[src/rtl/tx_block_sched.sv]
// Round-robin two-requester scheduler that splits each 128-bit block into four 32-bit words for a byte transmitter.
// Handshake in cycle n gives tx_start in cycle n+1; requesters only see ready while IDLE, so they wait out whole frames.
module tx_block_sched #(
  parameter int GAP_CYCLES     = 16,
  parameter int TIMEOUT_CYCLES = 65535
) (
  input  logic         clk,
  input  logic         rst,
  input  logic         req0_valid,
  input  logic [127:0] req0_data,
  output logic         req0_ready,
  input  logic         req1_valid,
  input  logic [127:0] req1_data,
  output logic         req1_ready,
  output logic [31:0]  tx_data,
  output logic         tx_start,
  input  logic         tx_done,
  output logic         busy,
  output logic         grant,
  output logic         frame_done,
  output logic         err_timeout,
  input  logic         err_clr
);

  typedef enum logic [1:0] {IDLE, START, WAIT, GAP} state_t;

  state_t        r_state;
  logic [127:0]  r_blk;
  logic [1:0]    r_idx;
  logic [15:0]   r_cnt;
  logic [31:0]   r_tx_data;
  logic          r_tx_start;
  logic          r_grant;
  logic          r_frame_done;
  logic          r_err;

  logic          w_idle;
  logic          w_pick1;
  logic          w_rdy0;
  logic          w_rdy1;
  logic [127:0]  w_win_blk;
  logic [16:0]   w_cnt_inc;
  logic          w_timeout;
  logic          w_gap_end;
  logic [1:0]    w_idx_nxt;
  logic [31:0]   w_word_nxt;

  // Requester 1 wins when it is the only one asking, or when requester 0 was served last.
  assign w_idle     = (r_state == IDLE) && rst;
  assign w_pick1    = req1_valid && (!req0_valid || !r_grant);
  assign w_rdy1     = w_idle && w_pick1;
  assign w_rdy0     = w_idle && req0_valid && !w_pick1;
  assign w_win_blk  = w_pick1 ? req1_data : req0_data;

  // r_cnt in WAIT holds cycles elapsed since tx_start; in GAP it holds gap cycles already spent.
  assign w_cnt_inc  = {1'b0, r_cnt} + 17'd1;
  assign w_timeout  = (w_cnt_inc == 17'(TIMEOUT_CYCLES));
  assign w_gap_end  = (w_cnt_inc == 17'(GAP_CYCLES));
  assign w_idx_nxt  = r_idx + 2'd1;
  assign w_word_nxt = r_blk[{w_idx_nxt, 5'd0} +: 32];

  always_ff @(posedge clk) begin
    if (!rst) begin
      r_state      <= IDLE;
      r_blk        <= '0;
      r_idx        <= 2'd0;
      r_cnt        <= 16'd0;
      r_tx_data    <= 32'd0;
      r_tx_start   <= 1'b0;
      r_grant      <= 1'b1;
      r_frame_done <= 1'b0;
      r_err        <= 1'b0;
    end else begin
      r_tx_start   <= 1'b0;
      r_frame_done <= 1'b0;
      if (err_clr) begin
        r_err <= 1'b0;
      end
      case (r_state)
        IDLE: begin
          if (w_rdy0 || w_rdy1) begin
            r_blk      <= w_win_blk;
            r_grant    <= w_pick1;
            r_idx      <= 2'd0;
            r_cnt      <= 16'd0;
            r_tx_data  <= w_win_blk[31:0];
            r_tx_start <= 1'b1;
            r_state    <= START;
          end
        end
        START: begin
          r_cnt   <= 16'd1;
          r_state <= WAIT;
        end
        WAIT: begin
          // tx_done is checked before the timeout so a completion on the deadline still counts.
          if (tx_done) begin
            r_cnt <= 16'd0;
            if (r_idx == 2'd3) begin
              r_frame_done <= 1'b1;
              r_state      <= IDLE;
            end else if (GAP_CYCLES == 0) begin
              r_idx      <= w_idx_nxt;
              r_tx_data  <= w_word_nxt;
              r_tx_start <= 1'b1;
              r_state    <= START;
            end else begin
              r_state <= GAP;
            end
          end else if (w_timeout) begin
            r_err   <= 1'b1;
            r_cnt   <= 16'd0;
            r_state <= IDLE;
          end else begin
            r_cnt <= w_cnt_inc[15:0];
          end
        end
        GAP: begin
          if (w_gap_end) begin
            r_cnt      <= 16'd0;
            r_idx      <= w_idx_nxt;
            r_tx_data  <= w_word_nxt;
            r_tx_start <= 1'b1;
            r_state    <= START;
          end else begin
            r_cnt <= w_cnt_inc[15:0];
          end
        end
        default: r_state <= IDLE;
      endcase
    end
  end

  assign req0_ready  = w_rdy0;
  assign req1_ready  = w_rdy1;
  assign tx_data     = r_tx_data;
  assign tx_start    = r_tx_start;
  assign busy        = (r_state != IDLE);
  assign grant       = r_grant;
  assign frame_done  = r_frame_done;
  assign err_timeout = r_err;

endmodule

[config.mk]
export PLATFORM = sky130hd
export DESIGN_NAME = tx_block_sched
export DESIGN_NICKNAME = d
export VERILOG_FILES = /design/src/rtl/tx_block_sched.sv
export SDC_FILE = /design/constraint.sdc
export NUM_CORES = 1
export LEC_CHECK = 0
export CAP_MARGIN = 20
export CORE_ASPECT_RATIO = 0.9
export CORE_MARGIN = 5
export CORE_UTILIZATION = 51
export DETAILED_ROUTE_END_ITERATION = 6
export HOLD_SLACK_MARGIN = 0.12
export PLACE_DENSITY = 0.87
export SLEW_MARGIN = 40
export SYNTH_ARGS = -nofsm -noshare
export SYNTH_HDL_FRONTEND = slang
export SYNTH_SLANG_ARGS = --single-unit
[constraint.sdc]
create_clock -name clk -period 4.2 [get_ports clk]
set_clock_uncertainty 0.1 [all_clocks]
set_input_delay 1.26 -clock clk [delete_from_list [all_inputs] [get_ports clk]]
set_output_delay 1.26 -clock clk [all_outputs]
set_load 0.005 [all_outputs]
-- Yosys cells after proc, flatten, opt, wreduce, memory -nomap -nowiden
Cells that the tools add are included.
Widths: inputs -> output; s select.
- bits in registers: 184
- input port bits: 262
- output and inout bits: 39
- logic and storage cells: 64
- add/sub/neg operators: 2
- equal/unequal tests: 9
- shift operators: 1
- muxes and demuxes: 26
- reduce and logical (&&, ||, !) cells: 17
- operator list (cell ; number):
    $mux 128 ; 1
    $shiftx 128x8->32 ; 1
    $mux 16 ; 4
    $mux 32 ; 2
    $pmux 16 s4 ; 1
    $pmux 32 s2 ; 1
    $add 16x1->17 const B ; 1
    $eq 17x16->1 const B ; 1
    $eq 17x5->1 const B ; 1
    $mux 2 ; 7
    $reduce_and 3->1 ; 3
    $pmux 2 s4 ; 1
    $mux 1 ; 7
    $eq 2x2->1 const B ; 3
    $logic_and 1x1->1 ; 5
    $pmux 2 s2 ; 1
    $reduce_bool 2->1 ; 2
    $logic_not 1->1 ; 3
    $ne 3x3->1 const B ; 1
    $add 2x1->2 const B ; 1
    $eq 2x1->1 const B ; 1
    $logic_not 2->1 ; 1
    $logic_or 1x1->1 ; 2
    $ne 2x1->1 const B ; 1
    other kinds (3) ; 3

-- Depth between registers and ports, before layout
- word-level depth: 8
- mapped depth: 12

-- Worst setup path after synthesis
OpenSTA, ideal clock, no wires.
- path kind: input to output
- start point: input req1_valid
- end point: output req1_ready
- arrival: 2.417 ns
- path slack: 0.423 ns
- cell stages on the path: 4
- path buffers: 2
- cell sequence: a21boi_1 -> clkbuf_1 -> buf_1 -> and3_1
- cells in the longest elaborated chain, start to end: 2
- RTL lines (element ; RTL line ; RTL):
    start: declaration ; 12 ; input logic req1_valid,
    $logic_and 1x1->1 ; 50 ; assign w_pick1 = req1_valid && (!req0_valid || !r_grant);
    $logic_and 1x1->1 ; 51 ; assign w_rdy1 = w_idle && w_pick1;
    end: declaration ; 14 ; output logic req1_ready,
Every way passes these cells.

-- Worst setup path in the final report
Same ends and word-level chain as after synthesis.

==> reports/qor.yml <==
run_status:
  outcome: "completed"
timing:
  fmaxAchievable_mhz: 243.8
  rsz0062_at_grt: "false"
  setup-tns-final_ps: 0
  slew_violations: 0
  worst_slew_pin_slew_ps: 796.1
  slew_headroom_pct: 46.92
  hold_ws_ps: 358.1
  hold_violations: 0
  period_share_pct: 97.67
  setup_viol: 0
  fin_crit_ps: 4102
logic_synthesis:
  synth_top_area_cell: "dfxtp_1"
  synth_nets: 1309
  synth_edf_count: 0
  netlist_top_cells_area: "dfxtp_1 38%, mux2i_1 13%, o211a_1 13%"
  synthCells: 1040
  synth_most_common_cell: "nand2_1"
  yosysSeqAreaShare_pct: 37.93
  synth_ff_type: "dfxtp_1"
  syn_area_um2: 9712
  synth_warnings: 0
  ys_seq_elements: 184
  netlist-cell-type-count: 55
  yosys-top-cells-count: "225 x nand2_1, 184 x dfxtp_1, 130 x mux2i_1"
  synth_top_area_share_pct: 37.93
  synth.avg_cell_area_um2: 9.338
  ys_async_sr_fraction_pct: 0
pwr:
  seq_power_share_pct: 41.0
  p_sw_share_pct: 32.66
  clkPwrFrac_pct: 26.3
  vdd_drop_max_v: 0.0003282
  leakagePower_nw: 6.095
  p_total_mw: 5.819
  p_comb_share_pct: 32.7
  intPower_mw: 3.919
  powerDensity_nw_per_um2: 435.2
  p_switching_mw: 1.900
place:
  dp_cells: 1494
  port_buffers: 300
  routabilityCongestion: 0.8856
  placed_area_um2: 12810
  dp_hpwl_mm: 21.55
setup_path:
  rr_startpoint: "r_cnt[1]"
  reg2reg_slack_ps: 860
  timing.rr.end: "r_cnt[15]"
  end_kind: "output port"
  cp_data_required_time_ps: 2840
  cp.arrival_ps: 2740
  r2r_cells: 9
  crit_type: "primary input to output port"
  start_kind: "primary input"
  crit_fanout: 4
detailed_routing:
  drt-met1-wl_mm: 12.47
  drt-total-wl_mm: 29.28
  drtIter0Drc: 605
  dr.max_layer_used: "met4"
  post_drt_wl_per_cell_um: 19.19
  wl_met3_mm: 2.045
  first_pass_iters: 7
  num_vias: 8772
  ant_nets: 0
  drc: 0
  met2WireLength_mm: 14.26
  avgViaCountPerCell: 5.748
min_path:
  hp-class: "flop to flop"
  whs_path_depth: 2
  hp-start: "tx_data[27]"
  hold_end: "tx_data[27]"
global_routing:
  antenna_found_initial: 0
  grt.total_usage_pct: 25.65
  grt_max_degree: 108
  grt_pass1_vias: 8351
  overflow: 0
  grt_pass1_wl_mm: 44.77
clock_tree:
  post_cts_resized: 0
  clock-sinks: 184
  cts_hold_buffers: 0
  insertion_delay_ps: 430
  clk_path_buf_depth: 2
  numCtsBuffers: 17
  root_buffer: "clkbuf_16"
  htree_levels: 4
  cts_tree: "done"
  clk_pin_slew_worst_paths_ps: 70
  postCtsSetupBuffers: 0
floorplanning:
  rows: 47
  io_pins: 301
  dieWidth_um: 155.5
  initial_core_util_pct: 52.26
  core-area_um2: 18580
  die_y_um: 140.9
  die_area_um2: 21910
layout:
  fin_cells: 1526
  nets: 1537
  multi_input_area_um2: 5629
  drive_gt1_share_pct: 7.026
  fill_cells: 1425
  final_cell_area_um2: 13370
  antenna_cells: 0
  area_growth_pct: 37.67
  regArea_um2: 3685
job:
  drv_cap: 0
[through the flow]
stage / util [%] / worst slack [ps]
floorplan: - / 423.4
global placement: 68.83 / 142.9
detailed placement: 68.94 / 108.5
CTS: 71.95 / 95.49
global route: 71.95 / 21.51
finish: 71.95 / 97.86
[flip-flops by register name, indices dropped and copies added, names as in the netlist, 2 cells and up]
signal / flops
tx_data: 32
r_state: 2
r_cnt: 16
r_idx: 2
r_blk: 128
[worst max path at each step]
| stage | start | to | slack, ps | cells past startpoint |
|---|---|---|---|---|
| floorplan | req1_valid | req1_ready | 420 | 4 |
| global placement | req1_valid | req1_ready | 140 | 4 |
| detailed placement | req0_valid | req1_ready | 110 | 4 |
| CTS | req1_valid | req1_ready | 100 | 4 |
| global route | req0_valid | req1_ready | 20 | 4 |
| finish | req1_valid | req1_ready | 100 | 4 |
[metal layers]
metal	global-route usage (%)	vias up
li1	-	4251
met1	34.00	4178
met2	42.85	304
met4	6.495	0
met3	5.516	39
met5	0	-
[power groups by stage]
stage                     logic [mW]  clock network [mW]  registers (mW)
after floorplan                 1.09                   0            2.34
after global placement          1.85                   0            2.40
after detailed placement        1.91                   0            2.42
after CTS                       1.92                1.55            2.38
after global routing            2.08                1.63            2.42
final                           1.90                1.53            2.39
[area by class of cell]
type                       count  share of cell area [%]
clock inverter                14                  0.9732
multi-input combinational    748                   42.10
clock buffer                  18                   3.210
inverter                       4                  0.1123
timing repair buffer         313                   23.75
tap                          245                   2.293
sequential                   184                   27.56
[cells by family after synthesis]
family	share of synthesized area, %
AND/OR/NAND/NOR	14.62
flip-flops	37.93
buffers and inverters	4.457
multiplexers	20.94
AO/OA/AOI/OAI	20.25
XOR/XNOR	0.9019
adder cells (fa/ha/maj)	0.9018
[worst max-delay path, cell delays in order]
cell             delay, ps
clkdlybuf4s50_1        550
a21boi_4               260
and3_1                 170
clkdlybuf4s50_1        490
[layout by cell type, fill, tap and decap left out, types with 3 or more instances in the layout]
| cell type | count |
|---|---|
| xnor2_1 | 8 |
| inv_1 | 4 |
| o21ai_1 | 8 |
| o311ai_1 | 3 |
| clkbuf_16 | 17 |
| mux2i_1 | 130 |
| buf_12 | 5 |
| inv_6 | 4 |
| nand3b_1 | 3 |
| dfxtp_1 | 183 |
| clkinv_4 | 3 |
| nand4_1 | 4 |
| o21ai_0 | 67 |
| nand2_1 | 225 |
| nand4b_1 | 3 |
| buf_4 | 5 |
| and3_1 | 8 |
| nor2_1 | 17 |
| buf_6 | 4 |
| nand3_1 | 48 |
| inv_8 | 5 |
| a21oi_1 | 8 |
| clkdlybuf4s50_1 | 299 |
| o211ai_1 | 4 |
| o211a_1 | 128 |
| ha_1 | 5 |
| mux4_2 | 32 |
| nor2b_1 | 5 |
(Power assumes the default switching activity.)
